File: src/rtl/mult_share_sched.sv
// Round-robin scheduler sharing one combinational 16x16 signed multiplier among N_REQ requesters.
// Two registered stages: operand register feeding the multiplier, and a backpressured result slot.

module mult_16_16_top (
  input  logic [15:0] a,
  input  logic [15:0] b,
  output logic [31:0] p
);

  logic [31:0] pp [9];
  logic [31:0] a_ext;
  logic [16:0] b_ext;

  logic [31:0] s0, c0, s1, c1, s2, c2;
  logic [31:0] t0, d0, t1, d1;
  logic [31:0] u0, e0;
  logic [31:0] v0, f0;

  function automatic logic [31:0] csa_sum(input logic [31:0] x, input logic [31:0] y,
                                          input logic [31:0] z);
    return x ^ y ^ z;
  endfunction

  function automatic logic [31:0] csa_carry(input logic [31:0] x, input logic [31:0] y,
                                            input logic [31:0] z);
    return ((x & y) | (x & z) | (y & z)) << 1;
  endfunction

  // Radix-4 Booth rows use one's complement for negative digits; row 8 collects the +1 corrections.
  always_comb begin
    logic [2:0]  trip;
    logic        one, two, neg;
    logic [31:0] mag;
    a_ext = {{16{a[15]}}, a};
    b_ext = {b, 1'b0};
    pp[8] = '0;
    for (int i = 0; i < 8; i++) begin
      trip = b_ext[2*i+2 -: 3];
      one  = trip[1] ^ trip[0];
      two  = (trip[2] & ~trip[1] & ~trip[0]) | (~trip[2] & trip[1] & trip[0]);
      neg  = trip[2];
      if (one) begin
        mag = a_ext;
      end else if (two) begin
        mag = a_ext << 1;
      end else begin
        mag = '0;
      end
      pp[i] = (neg ? ~mag : mag) << (2 * i);
      pp[8][2*i] = neg;
    end
  end

  // Wallace reduction 9 -> 6 -> 4 -> 3 -> 2 rows, then one carry-propagate add.
  always_comb begin
    s0 = csa_sum(pp[0], pp[1], pp[2]);
    c0 = csa_carry(pp[0], pp[1], pp[2]);
    s1 = csa_sum(pp[3], pp[4], pp[5]);
    c1 = csa_carry(pp[3], pp[4], pp[5]);
    s2 = csa_sum(pp[6], pp[7], pp[8]);
    c2 = csa_carry(pp[6], pp[7], pp[8]);
    t0 = csa_sum(s0, c0, s1);
    d0 = csa_carry(s0, c0, s1);
    t1 = csa_sum(c1, s2, c2);
    d1 = csa_carry(c1, s2, c2);
    u0 = csa_sum(t0, d0, t1);
    e0 = csa_carry(t0, d0, t1);
    v0 = csa_sum(u0, e0, d1);
    f0 = csa_carry(u0, e0, d1);
    p  = v0 + f0;
  end

endmodule

module mult_share_sched #(
  parameter int unsigned N_REQ = 4,
  parameter int unsigned ID_W  = 2
) (
  input  logic                  sys_clk,
  input  logic                  sys_rst,
  input  logic [N_REQ-1:0]      req_valid,
  output logic [N_REQ-1:0]      req_ready,
  input  logic [16*N_REQ-1:0]   req_a,
  input  logic [16*N_REQ-1:0]   req_b,
  output logic                  rsp_valid,
  input  logic                  rsp_ready,
  output logic [ID_W-1:0]       rsp_id,
  output logic [31:0]           rsp_prod,
  output logic [15:0]           op_cnt
);

  logic [15:0]     op_a, op_b;
  logic [ID_W-1:0] op_id;
  logic            op_vld;
  logic [ID_W-1:0] rr_ptr;

  logic [ID_W-1:0] winner;
  logic            found;
  logic            s0_free, s1_free;
  logic            accept, s0_move;
  logic [15:0]     sel_a, sel_b;
  logic [31:0]     mult_p;

  assign s1_free = !rsp_valid || rsp_ready;
  assign s0_free = !op_vld || s1_free;
  assign s0_move = op_vld && s1_free;

  // Circular search for the first valid request at or after rr_ptr.
  always_comb begin
    logic [ID_W:0] sum;
    found  = 1'b0;
    winner = '0;
    for (int k = 0; k < int'(N_REQ); k++) begin
      sum = {1'b0, rr_ptr} + (ID_W+1)'(k);
      if (sum >= (ID_W+1)'(N_REQ)) begin
        sum = sum - (ID_W+1)'(N_REQ);
      end
      if (!found && req_valid[sum[ID_W-1:0]]) begin
        found  = 1'b1;
        winner = sum[ID_W-1:0];
      end
    end
  end

  assign accept = found && s0_free && !sys_rst;

  always_comb begin
    req_ready = '0;
    if (accept) begin
      req_ready[winner] = 1'b1;
    end
  end

  always_comb begin
    sel_a = req_a[16*winner +: 16];
    sel_b = req_b[16*winner +: 16];
  end

  always_ff @(posedge sys_clk) begin
    if (sys_rst) begin
      op_vld <= 1'b0;
      op_a   <= '0;
      op_b   <= '0;
      op_id  <= '0;
      rr_ptr <= '0;
      op_cnt <= '0;
    end else if (accept) begin
      op_vld <= 1'b1;
      op_a   <= sel_a;
      op_b   <= sel_b;
      op_id  <= winner;
      rr_ptr <= (winner == ID_W'(N_REQ - 1)) ? '0 : winner + 1'b1;
      op_cnt <= op_cnt + 16'd1;
    end else if (s0_move) begin
      op_vld <= 1'b0;
    end
  end

  mult_16_16_top u_mult (
    .a (op_a),
    .b (op_b),
    .p (mult_p)
  );

  always_ff @(posedge sys_clk) begin
    if (sys_rst) begin
      rsp_valid <= 1'b0;
      rsp_prod  <= '0;
      rsp_id    <= '0;
    end else if (s0_move) begin
      rsp_valid <= 1'b1;
      rsp_prod  <= mult_p;
      rsp_id    <= op_id;
    end else if (rsp_ready) begin
      rsp_valid <= 1'b0;
    end
  end

endmodule

File: config.mk
export PLATFORM = sky130hd
export DESIGN_NAME = mult_share_sched
export DESIGN_NICKNAME = d
export VERILOG_FILES = /design/src/rtl/mult_share_sched.sv
export SDC_FILE = /design/constraint.sdc
export NUM_CORES = 1
export LEC_CHECK = 0
export CAP_MARGIN = 20
export CORE_ASPECT_RATIO = 0.6
export CORE_MARGIN = 2
export CORE_UTILIZATION = 45
export DETAILED_ROUTE_END_ITERATION = 10
export DONT_BUFFER_PORTS = 1
export PLACE_DENSITY = 0.57
export RECOVER_POWER = 100
export SLEW_MARGIN = 20
export SYNTH_ARGS = -nofsm -noshare
export SYNTH_HDL_FRONTEND = slang
export SYNTH_HIERARCHICAL = 1
export SYNTH_SLANG_ARGS = --single-unit
File: constraint.sdc
create_clock -name sys_clk -period 7.6 [get_ports sys_clk]
set_clock_uncertainty 0.15 [all_clocks]
set_input_delay 1.52 -clock sys_clk [delete_from_list [all_inputs] [get_ports sys_clk]]
set_output_delay 1.52 -clock sys_clk [all_outputs]
set_load 0.005 [all_outputs]
* Yosys cells after proc, flatten, opt, wreduce, memory -nomap -nowiden
Cells that the tools add are included.
** Storage, ports and cells
- Output and inout port bits :: 55
- Register bits after elaboration :: 88
- Bits of input ports :: 135
- Logic and storage cells :: 217
** Cells by class
- Eq/ne operators :: 1
- Shift operators :: 2
- Bitwise gates (word level) :: 116
- $lt $le $gt $ge :: 10
- Reduce and logical (&&, ||, !) cells :: 17
- Add/sub/neg operators :: 10
- Muxes and demuxes :: 52
** Operators with widths (number)
- bitwise AND 31 bit :: 19
- OR 31 bit :: 14
- bitwise XOR 32 bit :: 13
- indexed part select 64 x 7 -> 16 bit :: 2
- two-way mux 32 bit :: 3
- two-way mux 30 bit :: 3
- two-way mux 28 bit :: 3
- two-way mux 26 bit :: 3
- two-way mux 24 bit :: 3
- two-way mux 22 bit :: 3
- bitwise AND 31 x 15 -> 31 bit :: 2
- two-way mux 20 bit :: 3
- two-way mux 18 bit :: 3
- adder 32 bit :: 1
- inverter 32 bit :: 1
- bitwise XOR 32 x 15 -> 32 bit :: 1
- inverter 30 bit :: 1
- bitwise AND 1 bit :: 29
- inverter 28 bit :: 1
- inverter 26 bit :: 1
- inverter 24 bit :: 1
- inverter 22 bit :: 1
- inverter 20 bit :: 1
- two-way mux 2 bit :: 9
- other kinds (22) :: 87

* Depth between registers and ports, before layout
Gate-level depths: netlist of run 1.
- Depth after elaboration :: 21
- Mapped depth :: 23
- Gate-level depth less buffers :: 21

* Hierarchy
The synthesis of run 1 kept the hierarchy.
** Modules (own cells, without submodules)
- mult_16_16_top :: times used 1, area each 9771.9 sq um, cells an instance 1423, sequential area each 0.0 sq um
- mult_share_sched :: times used 1, area each 4244.1 sq um, cells an instance 510, sequential area each 1761.7 sq um

* Least setup slack after synthesis of run 1
No wires, ideal clock.
- Kind :: register to register
- From :: register op_b[3]
- To :: register rsp_prod[29]
- Data arrival time :: 5287 ps
- Data required time :: 7379 ps
- Library setup time :: 71 ps
- Path buffers :: 3
- Slack :: 2093 ps
- Clock period less this slack :: 5507 ps
- Cell stages (with the launch flop) :: 23
- Cells stage by stage :: dfxtp_1 clkbuf_1 buf_1 a21oi_1 a31oi_1 inv_1 fa_1 inv_1 fa_1 inv_1 fa_1 inv_1 fa_1 ha_1 buf_6 a21oi_2 o21ai_1 a221o_1 a21o_1 a41o_1 a211oi_2 nand2_1 a21oi_1
** On the way
- Word-level cells in the longest chain between the ends :: 21
- Elaborated cells on any way between the ends :: 59
- Those cells by class :: 1 x add/sub; 6 x mux; 52 x bitwise
** RTL lines
- start: declaration :: line 92 : logic [15:0] op_a, op_b;
- start signal: assignment :: line 150 : op_b <= sel_b;
- inverter 1 bit :: line 40 : two = (trip[2] & ~trip[1] & ~trip[0]) | (~trip[2] & trip[1] & trip[0]);
- bitwise AND 1 bit (2 in series) :: line 40
- OR 1 bit :: line 40
- two-way mux 30 bit :: line 44 : end else if (two) begin
- two-way mux 30 bit :: line 42 : if (one) begin
- inverter 30 bit :: line 49 : pp[i] = (neg ? ~mag : mag) << (2 * i);
- two-way mux 30 bit :: line 49
- bitwise AND 31 bit :: line 26 : return ((x & y) | (x & z) | (y & z)) << 1;
- OR 31 bit (2 in series) :: line 26
- bitwise AND 31 bit :: line 26
- OR 31 bit (2 in series) :: line 26
- bitwise AND 31 bit :: line 26
- OR 31 bit (2 in series) :: line 26
- bitwise AND 31 bit :: line 26
- OR 31 bit (2 in series) :: line 26
- adder 32 bit (*) :: line 70 : p = v0 + f0;
- net mult_p[29] :: line 102 : logic [31:0] mult_p;
- end signal: assignment :: line 172 : rsp_prod <= mult_p;
- end: declaration :: line 88 : output logic [31:0] rsp_prod,
Mark *: on every way through the listed nets, which the timed path passes. The rest lies on a longest branch.
A chain may end at the register's enable or synchronous reset.

* Worst setup path in the final report of run 1
- From :: register op_b[2]
- To :: register rsp_prod[30]
** On the way
- Word-level cells in the longest chain between the ends :: 21
- Elaborated cells on any way between the ends :: 39
- Those cells by class :: 1 x add/sub; 3 x mux; 35 x bitwise
** RTL lines (line)
- inverter 1 bit :: 40
- bitwise AND 1 bit (2 in series) :: 40
- OR 1 bit :: 40
- two-way mux 30 bit :: 44
- two-way mux 30 bit (*) :: 42
- inverter 30 bit :: 49
- two-way mux 30 bit (*) :: 49
- bitwise AND 31 bit :: 26
- OR 31 bit (2 in series) :: 26
- bitwise AND 31 bit :: 26
- OR 31 bit (2 in series) :: 26
- bitwise AND 31 bit :: 26
- OR 31 bit (2 in series) :: 26
- bitwise AND 31 bit :: 26
- OR 31 bit (2 in series) :: 26
- adder 32 bit (*) :: 70
- net mult_p[30] :: 102
Marked as above.

==> results.json, run 1 <==
{
  "outcome": "finished with violations",
  "violations": "capacitance limit, slew limit",
  "crit_chain": "nor2_1, clkbuf_1, inv_1, a21oi_1, a31oi_1, inv_1, fa_1, inv_1, fa_1, inv_1, fa_1, inv_1, fa_1, ha_1, nand4_1, nor4b_1, nand2_1, a211oi_1, nor3_1, xnor2_1, nand2_1, a21oi_1",
  "drive_above_1_share_pct": 5.339,
  "cts_max_level": 3,
  "port_buffers": 0,
  "die-area_um2": 32620,
  "max_stage_delay_ns": 0.66,
  "slew_violations": 35,
  "insertion_delay_ns": 0.37,
  "grt_pass1_vias": 12580,
  "fin_setup_tns_ns": 0,
  "synth_area_um2": 14020,
  "cp.required_ns": 7.75,
  "diodes": 0,
  "finalSetupViolations": 0,
  "nets": 2116,
  "fillers": 3121,
  "crit_path_top_delay_cell": "dfxtp_1",
  "clockRootBuffer": "clkbuf_16",
  "synth-simple-area-share_pct": 17.60,
  "cts_resized": 0,
  "rsz0062_at_grt": "no",
  "overflow": 0,
  "synth_top_family_by_area": "compound AO/OA/AOI/OAI gates",
  "area_growth_pct": 2.714,
  "ys.warnings.count": 6,
  "antenna_found_initial": 0,
  "synth_xor_area_share_pct": 3.812,
  "cap_violations": 1,
  "cts.path.max_buffers": 2,
  "placed_cells": 2189,
  "clkTransAtPathRegs_ns": 0.07,
  "fmax_ghz": 0.1476,
  "synth.area.top_cells": "fa_1 17%, dfxtp_1 13%, a21oi_1 8.1%",
  "yosysMostFrequentCell": "a21oi_1",
  "grt_pass1_wl_um": 71380,
  "netlist_top_cells_count": "228 x a21oi_1, 207 x nand2_1, 193 x inv_1",
  "ios": 190,
  "cts_tree": "built",
  "holdWs_ns": 0.3186,
  "grt_max_degree": 66,
  "grt_usage_pct": 27.66,
  "place_area_um2": 14090,
  "synth.top_cell.area_share_pct": 16.57,
  "synth-compound-area-share_pct": 26.66,
  "crit_path_end_kind": "register",
  "die_h_um": 140.7,
  "crit_top_cell": "inv_1",
  "crit_buf_inv": 6,
  "path_max_fanout": 25,
  "cts_sinks": 88,
  "synth_fa_ha_area_share_pct": 25.14,
  "syn_avg_cell_area_um2": 7.251,
  "crit_arrival_ns": 6.93,
  "dr.pass1.iters": 5,
  "synth_edf_count": 0,
  "synth_largest_area_cell": "fa_1",
  "synthMuxAreaShare_pct": 2.955,
  "viasPerCell": 6.177,
  "yosysUniqueCellTypes": 72,
  "vias": 13630,
  "synthArstFlopShare_pct": 0,
  "critPathLaunchType": "register",
  "design_area_um2": 14400,
  "place_congestion": 0.9152,
  "drtIter0Drc": 1332,
  "hpwl_um": 33850,
  "numCtsBuffers": 9,
  "rows": 49,
  "maxSlewHeadroom_pct": -7.017,
  "seq_area_frac_synth_pct": 12.57,
  "cts_hold_buf": 0,
  "wl_um": 44500,
  "hold_path_class": "reg2reg",
  "ys.flop_type": "dfxtp_1",
  "reg2reg_setup_slack_ns": 0.82,
  "path_class": "reg2reg",
  "period_needed_ns": 6.775,
  "synth-seq-cells": 88,
  "drc": 0,
  "ant_nets": 0,
  "tightest_slew_ns": 1.605,
  "syn_nets": 2256,
  "post_cts.repair.setup_buffers": 0,
  "hold_violations": 0,
  "coreArea_um2": 30290,
  "finalCritPeriodShare_pct": 89.15,
  "final_cell_count_no_fill": 2206,
  "syn_inst": 1933,
  "cp_top_family": "adder cells",
  "routedWlPerCell_um": 20.17,
  "start_util_pct": 46.28,
  "die_x_um": 231.8
}
[kinds of logic after synthesis]
kind of cell / Yosys count
AO/OA/AOI/OAI: 574
AND/OR/NAND/NOR: 553
buffers and inverters: 401
adder cells (fa/ha/maj): 218
flip-flops: 88
XOR/XNOR: 61
multiplexers: 38
[registers in the layout, indices dropped and copies added, names as in the netlist]
register and cells:
rsp_prod 32, op_a 16, op_b 16, op_cnt 16, op_id 2, rr_ptr 2
rsp_id 2, op_vld 1, rsp_valid 1
[layer usage]
metal | up-vias | global-route usage, % | wire (µm)
met5 | - | 0 | 0
met4 | 0 | 6.748 | 770
met3 | 42 | 5.158 | 3657
met2 | 562 | 40.72 | 18650
met1 | 6618 | 41.35 | 21420
li1 | 6405 | - | -
[final timing paths]
check | start | endpoint | cells past startpoint
setup reg to reg | op_b[2] | rsp_prod[30] | 22
hold / removal | op_a[6] | op_a[6] | 2
hold reg to reg | op_a[6] | op_a[6] | 2
setup / recovery | op_b[2] | rsp_prod[30] | 22
[tightest hold or removal path: cells and delay by family (launching register included)]
kind	cells	cell delay, ns
simple gates	1	0.05
flops	1	0.33
compound gates	1	0.06
[per-stage QoR]
step	util, %	setup WS [ns]
2_1_floorplan	-	2.093
3_3_place_gp	46.54	1.265
3_5_place_dp	46.54	1.211
4_1_cts	47.55	1.193
5_1_grt	47.53	0.4648
6_report	47.53	0.8249
[placed cells by master, fill, tap and decap left out, drive strengths merged, types with 44 or more instances in the layout]
cell    instances
nand2         207
ha             72
buf            53
dfxtp          88
a221oi         78
nor2          192
o22ai          65
o21ai          71
xnor2          45
nand3          44
a21oi         232
fa            116
inv           194
[area by class of cell]
| cell class | instances | area [µm²] | area share, % |
|---|---|---|---|
| clock buffers | 10 | 239.0 | 1.660 |
| multi-input cells | 1444 | 10670 | 74.11 |
| well taps | 408 | 510.5 | 3.546 |
| inverters | 194 | 728.2 | 5.058 |
| clock inverters | 6 | 67.56 | 0.4693 |
| repair buffers | 56 | 416.7 | 2.894 |
| flip-flops and latches | 88 | 1765 | 12.26 |
Power of run 1 is left out: the tool's default activity adds up to more than one toggle a clock period on the data nets, which glitch-free logic cannot reach.
==> run 2, diff against run 1 <==
Settings changed: DONT_BUFFER_PORTS 1 to default, PLACE_DENSITY 0.57 to 0.64.
==> run 2 against run 1 <==
  * The flow now finishes without violations
  * Sequential share of layout area is 1.4 points lower
  * Clock-buffer cell count is 1 lower
  * Die area unchanged
  * Flip-flop and latch count did not move
  * Global-route usage grew 0.17 points
  * Fmax is 1.5% lower
  * Routed wire length grew 0.25%
  * Via count grew 4.4%
  * Cell count is 8.4% higher
  * Register-to-register slack got worse by 0.10 ns
  * Critical path depth decreased by 3
==> results.json, run 2 (same netlist as run 1, synthesis figures left out) <==
{
  "period_needed_ns": 6.877,
  "die_h_um": 140.7,
  "cts.path.max_buffers": 2,
  "crit_arrival_ns": 7.03,
  "drive_above_1_share_pct": 4.587,
  "nets": 2302,
  "crit_top_cell": "fa_1",
  "antenna_found_initial": 0,
  "placed_cells": 2374,
  "clkTransAtPathRegs_ns": 0.08,
  "routedWlPerCell_um": 18.65,
  "fillers": 2979,
  "max_stage_delay_ns": 0.70,
  "clockRootBuffer": "clkbuf_16",
  "crit_path_top_delay_cell": "dfxtp_1",
  "cap_violations": 0,
  "cts_resized": 0,
  "finalCritPeriodShare_pct": 90.49,
  "cts_sinks": 88,
  "cts_max_level": 3,
  "max_flop_register": "rsp_prod",
  "dr.pass1.iters": 6,
  "hold_path_class": "reg2reg",
  "fin_util_pct": 53.50,
  "cp_top_family": "adder cells",
  "place_congestion": 0.9193,
  "path_max_fanout": 17,
  "holdCritStartpoint": "rsp_prod[12]",
  "final_cell_count_no_fill": 2392,
  "numCtsBuffers": 9,
  "critPathLaunchType": "register",
  "hpwl_um": 34590,
  "grt_max_degree": 58,
  "vias": 14220,
  "critPathLaunch": "op_b[3]",
  "grt_pass1_wl_um": 72770,
  "drc": 0,
  "coreArea_um2": 30290,
  "port_buffers": 189,
  "die_x_um": 231.8,
  "finalSetupViolations": 0,
  "grt_usage_pct": 27.83,
  "ios": 190,
  "post_cts.repair.setup_buffers": 0,
  "hold_violations": 0,
  "most-common-layout-cells": "228 x a21oi_1, 207 x nand2_1, 193 x inv_1",
  "largest_reg_flops": 32,
  "ant_nets": 0,
  "crit_buf_inv": 3,
  "cts_tree": "built",
  "path_class": "reg2reg",
  "slew_violations": 0,
  "crit_chain": "buf_4, xor2_1, and2_0, a221oi_1, fa_1, inv_1, fa_1, fa_1, fa_1, inv_1, ha_1, nand3_1, a21oi_1, o21ai_0, a21oi_1, a211oi_1, xnor2_1, nand2_1, a21oi_1",
  "cp.required_ns": 7.76,
  "final_common_cell": "a21oi_1",
  "diodes": 0,
  "die-area_um2": 32620,
  "viasPerCell": 5.945,
  "wl_um": 44610,
  "rows": 49,
  "reg2reg_setup_slack_ns": 0.72,
  "fin_setup_tns_ns": 0,
  "drtIter0Drc": 1520,
  "fmax_ghz": 0.1454,
  "cts_hold_buf": 0,
  "rsz0062_at_grt": "no",
  "overflow": 0,
  "maxSlewHeadroom_pct": 3.293,
  "tightest_slew_ns": 1.451,
  "start_util_pct": 46.28,
  "outcome": "complete, no violations",
  "r2r_start": "op_b[3]",
  "area_growth_pct": 15.60,
  "grt_pass1_vias": 13330,
  "insertion_delay_ns": 0.38,
  "crit_path_end_kind": "register"
}
run 2: changes by cell type in the layout (fill, tap and decap cells not counted), sizes merged:
| cell | change |
|---|---|
| inv | +4 |
| clkinvlp | -2 |
| buf | -3 |
| dlygate4sd3 | +56 |
| bufinv | -1 |
| clkdlybuf4s50 | +132 |
run 2: final timing paths:
check	endpoint	depth (start not counted)
worst max register to register	rsp_prod[26]	19
worst min-delay path	rsp_prod[12]	2
worst max-delay path	rsp_prod[26]	19
worst min register to register	rsp_prod[12]	2
run 2: final cells by class:
type	instances	area [µm²]	share of cell area, %
multi-input combinational	1444	10640	65.65
timing repair buffer	242	2280	14.07
sequential	88	1764	10.89
inverter	194	728.2	4.495
tap	408	510.5	3.151
clock buffer	9	225.2	1.390
clock inverter	7	57.56	0.3552
run 2: per-stage QoR:
stage	setup WS, ns	area (µm²)	hold slack, ns
CTS	1.091	16230	0.3067
floorplan	2.093	14020	0.2696
global route	0.3641	16200	0.3149
global placement	1.182	15950	0.2964
detailed placement	1.151	15950	0.2977
finish	0.7231	16200	0.3008
run 2: layer usage:
metal  vias to the layer above  share of wire (%)  wire, µm  track usage, %
li1                       6766                  -         -               -
met1                      6846                 47     21160           40.91
met2                       561                 43     19110           41.78
met3                        47                7.7      3426           5.158
met4                         0                2.1       924           6.916
met5                         -                  0         0               0
run 2: worst reg2reg max path, stage by stage, from the launching register on:
cell and delay (ns):
dfxtp_1 0.70, buf_4 0.32, xor2_1 0.20, and2_0 0.70
a221oi_1 0.25, fa_1 0.54, inv_1 0.05, fa_1 0.51
fa_1 0.52, fa_1 0.55, inv_1 0.04, ha_1 0.35
nand3_1 0.27, a21oi_1 0.19, o21ai_0 0.32, a21oi_1 0.53
a211oi_1 0.18, xnor2_1 0.21, nand2_1 0.08, a21oi_1 0.12
Power of run 2 is left out for the same reason.
